===== config.mk =====
export PLATFORM = sky130hd
export DESIGN_NAME = uart_int_service
export DESIGN_NICKNAME = d
export VERILOG_FILES = /design/src/rtl/uart_pkg.sv /design/src/rtl/uart_rx_timeout.sv /design/src/rtl/uart_int_service.sv
export SDC_FILE = /design/constraint.sdc
export NUM_CORES = 1
export LEC_CHECK = 0
export ABC_AREA = 1
export CORE_MARGIN = 2
export CORE_UTILIZATION = 25
export DETAILED_ROUTE_END_ITERATION = 10
export PLACE_DENSITY = 0.52
export SKIP_CTS_REPAIR_TIMING = 1
export SLEW_MARGIN = 20
export SYNTH_ARGS = -nofsm -noshare
export SYNTH_HDL_FRONTEND = slang
export SYNTH_SLANG_ARGS = --single-unit

===== constraint.sdc =====
create_clock -name clk_i -period 1.6 [get_ports clk_i]
set_input_delay 0.32 -clock clk_i [delete_from_list [all_inputs] [get_ports clk_i]]
set_output_delay 0.32 -clock clk_i [all_outputs]
set_load 0.01 [all_outputs]

===== src/rtl/uart_pkg.sv =====
// rtl/uart_pkg.sv - shared UART interrupt-path constants and clear-priority helper
package uart_pkg;

    localparam int IIR_RLS  = 0;
    localparam int IIR_RDA  = 1;
    localparam int IIR_THRE = 2;
    localparam int IIR_CTI  = 3;

    localparam int LSR_OE = 0;
    localparam int LSR_PE = 1;
    localparam int LSR_FE = 2;
    localparam int LSR_BI = 3;

    localparam logic [3:0] CLR_NONE = 4'b0000;
    localparam logic [3:0] CLR_RLS  = 4'b0001;
    localparam logic [3:0] CLR_RDA  = 4'b0010;
    localparam logic [3:0] CLR_THRE = 4'b0100;
    localparam logic [3:0] CLR_CTI  = 4'b1000;

    typedef enum logic [1:0] {
        PRIO_RLS  = 2'd0,
        PRIO_RDA  = 2'd1,
        PRIO_CTI  = 2'd2,
        PRIO_THRE = 2'd3
    } clr_prio_e;

    // Service order is LSR > RDA > CTI > THRE; returns a single one-hot bit.
    function automatic logic [3:0] clr_pick(input logic [3:0] pend);
        logic [3:0] pick;
        pick = CLR_NONE;
        if (pend[IIR_RLS])       pick = CLR_RLS;
        else if (pend[IIR_RDA])  pick = CLR_RDA;
        else if (pend[IIR_CTI])  pick = CLR_CTI;
        else if (pend[IIR_THRE]) pick = CLR_THRE;
        return pick;
    endfunction

endpackage


===== src/rtl/uart_rx_timeout.sv =====
// rtl/uart_rx_timeout.sv - RX idle bit counter and character-timeout flag
module uart_rx_timeout
    import uart_pkg::*;
#(
    parameter int RX_FIFO_DEPTH = 32,
    parameter int TIMEOUT_CHARS = 4
) (
    input  logic                             clk_i,
    input  logic                             rstn_i,
    input  logic                             i_rx_valid,
    input  logic                             i_rbr_rd,
    input  logic [$clog2(RX_FIFO_DEPTH):0]   i_rx_elements,
    input  logic                             i_bit_tick,
    input  logic [3:0]                       i_char_bits,
    output logic                             o_cti
);

    localparam int CNT_W = $clog2(TIMEOUT_CHARS * 12) + 1;

    logic [CNT_W-1:0] r_count;
    logic             r_cti;
    logic [CNT_W-1:0] w_limit;
    logic             w_restart;

    // Limit follows char_bits_i live so a format change applies mid-count.
    assign w_limit   = CNT_W'(TIMEOUT_CHARS) * CNT_W'(i_char_bits);
    assign w_restart = i_rx_valid | i_rbr_rd | (i_rx_elements == '0);

    always_ff @(posedge clk_i or negedge rstn_i) begin
        if (!rstn_i) begin
            r_count <= '0;
            r_cti   <= 1'b0;
        end else if (w_restart) begin
            r_count <= '0;
            r_cti   <= 1'b0;
        end else begin
            if (i_bit_tick && (r_count < w_limit))
                r_count <= r_count + 1'b1;
            if (r_count >= w_limit)
                r_cti <= 1'b1;
        end
    end

    assign o_cti = r_cti;

endmodule


===== src/rtl/uart_int_service.sv =====
// rtl/uart_int_service.sv - UART interrupt service: error latch, CTI and clear arbiter
module uart_int_service
    import uart_pkg::*;
#(
    parameter int RX_FIFO_DEPTH = 32,
    parameter int TIMEOUT_CHARS = 4
) (
    input  logic                             clk_i,
    input  logic                             rstn_i,
    input  logic                             iir_rd_i,
    input  logic                             lsr_rd_i,
    input  logic                             rbr_rd_i,
    input  logic                             thr_wr_i,
    input  logic                             rx_valid_i,
    input  logic                             rx_overrun_i,
    input  logic                             rx_parity_i,
    input  logic                             rx_frame_i,
    input  logic                             rx_break_i,
    input  logic [$clog2(RX_FIFO_DEPTH):0]   rx_elements_i,
    input  logic                             bit_tick_i,
    input  logic [3:0]                       char_bits_i,
    input  logic [3:0]                       iir_i,
    output logic [3:0]                       lsr_err_o,
    output logic                             error_o,
    output logic                             cti_o,
    output logic [3:0]                       clr_int_o
);

    logic [3:0] r_lsr_err;
    logic [3:0] r_pend;
    logic [3:0] r_clr;
    logic [3:0] w_err_set;
    logic [3:0] w_req;
    logic [3:0] w_all;
    logic [3:0] w_pick;

    always_comb begin
        w_err_set         = '0;
        w_err_set[LSR_OE] = rx_overrun_i;
        w_err_set[LSR_PE] = rx_parity_i;
        w_err_set[LSR_FE] = rx_frame_i;
        w_err_set[LSR_BI] = rx_break_i;
    end

    // New error pulses override a simultaneous LSR read for their own bit.
    always_ff @(posedge clk_i or negedge rstn_i) begin
        if (!rstn_i)
            r_lsr_err <= '0;
        else
            r_lsr_err <= (lsr_rd_i ? 4'b0000 : r_lsr_err) | w_err_set;
    end

    assign lsr_err_o = r_lsr_err;
    assign error_o   = |r_lsr_err;

    always_comb begin
        w_req           = '0;
        w_req[IIR_RLS]  = lsr_rd_i & iir_i[IIR_RLS];
        w_req[IIR_RDA]  = rbr_rd_i & iir_i[IIR_RDA];
        w_req[IIR_THRE] = (iir_rd_i & iir_i[IIR_THRE]) | thr_wr_i;
        w_req[IIR_CTI]  = rbr_rd_i & iir_i[IIR_CTI];
    end

    // Requests join the pending set in the same cycle so an idle arbiter answers next clock.
    assign w_all  = r_pend | w_req;
    assign w_pick = clr_pick(w_all);

    always_ff @(posedge clk_i or negedge rstn_i) begin
        if (!rstn_i) begin
            r_pend <= '0;
            r_clr  <= CLR_NONE;
        end else begin
            r_pend <= w_all & ~w_pick;
            r_clr  <= w_pick;
        end
    end

    assign clr_int_o = r_clr;

    uart_rx_timeout #(
        .RX_FIFO_DEPTH (RX_FIFO_DEPTH),
        .TIMEOUT_CHARS (TIMEOUT_CHARS)
    ) u_rx_timeout (
        .clk_i         (clk_i),
        .rstn_i        (rstn_i),
        .i_rx_valid    (rx_valid_i),
        .i_rbr_rd      (rbr_rd_i),
        .i_rx_elements (rx_elements_i),
        .i_bit_tick    (bit_tick_i),
        .i_char_bits   (char_bits_i),
        .o_cti         (cti_o)
    );

endmodule


==> reports/results.tsv <==
metric	value	unit
minimum clock period after layout	1.53	ns
DRC Markers	0	
largest net degree at the start of global routing	20	
Die Span Y	68.9	um
first-pass GRT wire length	4240	um
top cells by area, synth	dfrtp_1, inv_1, nand3_1	
Die ar.	4740	um2
Synth cell types	16	
Layout Skew	0.00180	ns
Worst VDD drop	0.000351	V
crit-path max cell delay	0.42	ns
share of the synthesized area in the top cell type	0.452	
GRT overflow	0	
number of top-level pins	36	
Top delay family on crit path	simple AND/OR/NAND/NOR gates	
Final Util	0.418	
H-Tree Depth	1	
clock latency on the worst-skew pair	0.26	ns
placer congestion estimate	0.740	
WL/cell	11.1	um
Cell Chain, Critical Path	ha_4 > nand2_2 > nand2_2 > nor2_4 > nand2_2 > nor2_4 > nand3_2 > nand2_1	
Via Count	982	
initial antenna violation count	0	
Arrival @ worst endpoint	1.73	ns
Global Route Usage Sum	0.118	
Slowest-stage cell, CP	dfrtp_1	
total of max-cap violations	0	
# nets final	214	
maximum root-to-sink buffer count	2	
WS Path Type	flip-flop to flip-flop	
Hold Slack	0.389	ns
CTS Sinks	19	
area leader, netlist	dfrtp_1	
Clk pin slew, worst setup/hold paths	0.07	ns
Final Cycle Share	0.957	
register area share after synthesis	0.452	
cell repeated most along the worst path	nand2_2	
CTS root buf	clkbuf_8	
Pins Over Slew Limit	0	
most common cell after layout, fill and taps aside	clkdlybuf4s50_1	
Syn Area/Cell	7.79	um2
yosys warns	0	
nature of the critical path endpoint	flip-flop	
Yosys reg bits	19	
Worst Path Required	1.80	ns
core area	4030	um2
syn_nets	167	
First-pass DRT Iterations	4	
worst slew pin tran	0.275	ns
fmax	653	MHz
final setup vio count	0	
# rows	23	
post-synthesis cell count	135	
status	finished clean	
Iter 0 DRT Violations	10	
Area growth, synth to finish	60.2	%
HPWL Detailed	1970	um
initial core utilization	0.261	
Netlist Area Pre-Place	1050	um2
overall power	1.07	mW
endpoints failing hold	0	
remaining antenna violation count	0	
Port Buf Inserts	35	
layout cell share with drive strength beyond 1	0.177	
Critical Path Start Type	flip-flop	
Leak Pwr	0.905	nW
Buf/Inv on CP	0	
drt total wl	2560	um
total CTS buffers	3	
Ant. Diodes	0	
crit-path max FO	7	
vias in the first global route	1054	
Avg Vias per Cell	4.25	
CTS tree	built	
width of the die	68.9	um
most frequent cells in the layout	clkdlybuf4s50_1, inv_1, nand2_1	
Slew headroom	0.816	
Power Dens Cells	635	nW/um2
worst hold path class	primary input to async pin	
## layout make-up
type	count	area, um2
fillers	415	2340
multi-input cells	83	546
flip-flops and latches	19	475
repair buffers	44	440
inverters	31	116
well taps	50	62.6
clock buffers	4	45.0
## cell usage after synthesis (all sizes together)
master and number:
a21o 1, a21oi 1, buf 2, dfrtp 19, ha 6, inv 31
nand2 25, nand3 22, nand4 3, nor2 15, nor3 3, o21bai 4
xor2 3
## cell families (layout without fill, tap and decap cells)
family | Yosys count | after routing | share of synthesized area
AO/OA/AOI/OAI | 6 | 6 | 0.0404
buffers and inverters | 33 | 79 | 0.120
XOR/XNOR | 3 | 3 | 0.0250
flip-flops | 19 | 19 | 0.452
adder cells (fa/ha/maj) | 6 | 6 | 0.0713
AND/OR/NAND/NOR | 68 | 68 | 0.291
## sequential cells by signal (all words and copies together) (netlist names)
name and count:
u_rx_timeout.r_count 7, clr_int_o 4, r_pend 3, u_rx_timeout.o_cti 1, lsr_err_o 4
## worst paths after layout
path                                                           from                                   to  slack (ns)  cells after the start
worst max register to register  u_rx_timeout.r_count[5]$_DFFE_PN0P_  u_rx_timeout.r_count[6]$_DFFE_PN0P_        0.07                      8
min in group clk_i                   u_rx_timeout.o_cti$_DFFE_PN0P_       u_rx_timeout.o_cti$_DFFE_PN0P_        0.50                      2
worst min-delay path                                         rstn_i               lsr_err_o[1]$_DFF_PN0_        0.39                      2
worst min register to register       u_rx_timeout.o_cti$_DFFE_PN0P_       u_rx_timeout.o_cti$_DFFE_PN0P_        0.50                      2
worst max-delay path            u_rx_timeout.r_count[5]$_DFFE_PN0P_  u_rx_timeout.r_count[6]$_DFFE_PN0P_        0.07                      8
max in group asynchronous                                    rstn_i       u_rx_timeout.o_cti$_DFFE_PN0P_        1.00                      2
## per-layer routing
layer  track usage  vias up  wire (um)
li1              -      508          -
met1         0.134      442       1110
met2         0.216       30       1270
met3        0.0292        2        156
met4        0.0368        0         17
met5             0        -          0
## report_power, final
group / internal [mW] / total, mW / switching [mW]
Sequential: 0.504 / 0.515 / 0.0109
Clock: 0.177 / 0.345 / 0.168
Combinational: 0.119 / 0.211 / 0.0914
Total: 0.801 / 1.07 / 0.270
## worst reg2reg max path: stages, from the launching register on
cell,delay (ns)
dfrtp_1,0.42
ha_4,0.27
nand2_2,0.07
nand2_2,0.06
nor2_4,0.13
nand2_2,0.09
nor2_4,0.26
nand3_2,0.11
nand2_1,0.07
## stage by stage
step	worst slack (ns)	instances	instance area [um2]	setup TNS [ns]
after floorplan	0.215	135	1050	0
after global placement	-0.324	226	1530	-2.36
after detailed placement	-0.369	226	1530	-2.76
after CTS	-0.0985	230	1570	-0.648
after global routing	-0.0189	231	1690	-0.0619
final	0.0692	231	1690	0
Note: power is estimated with default switching activity, not from simulation.
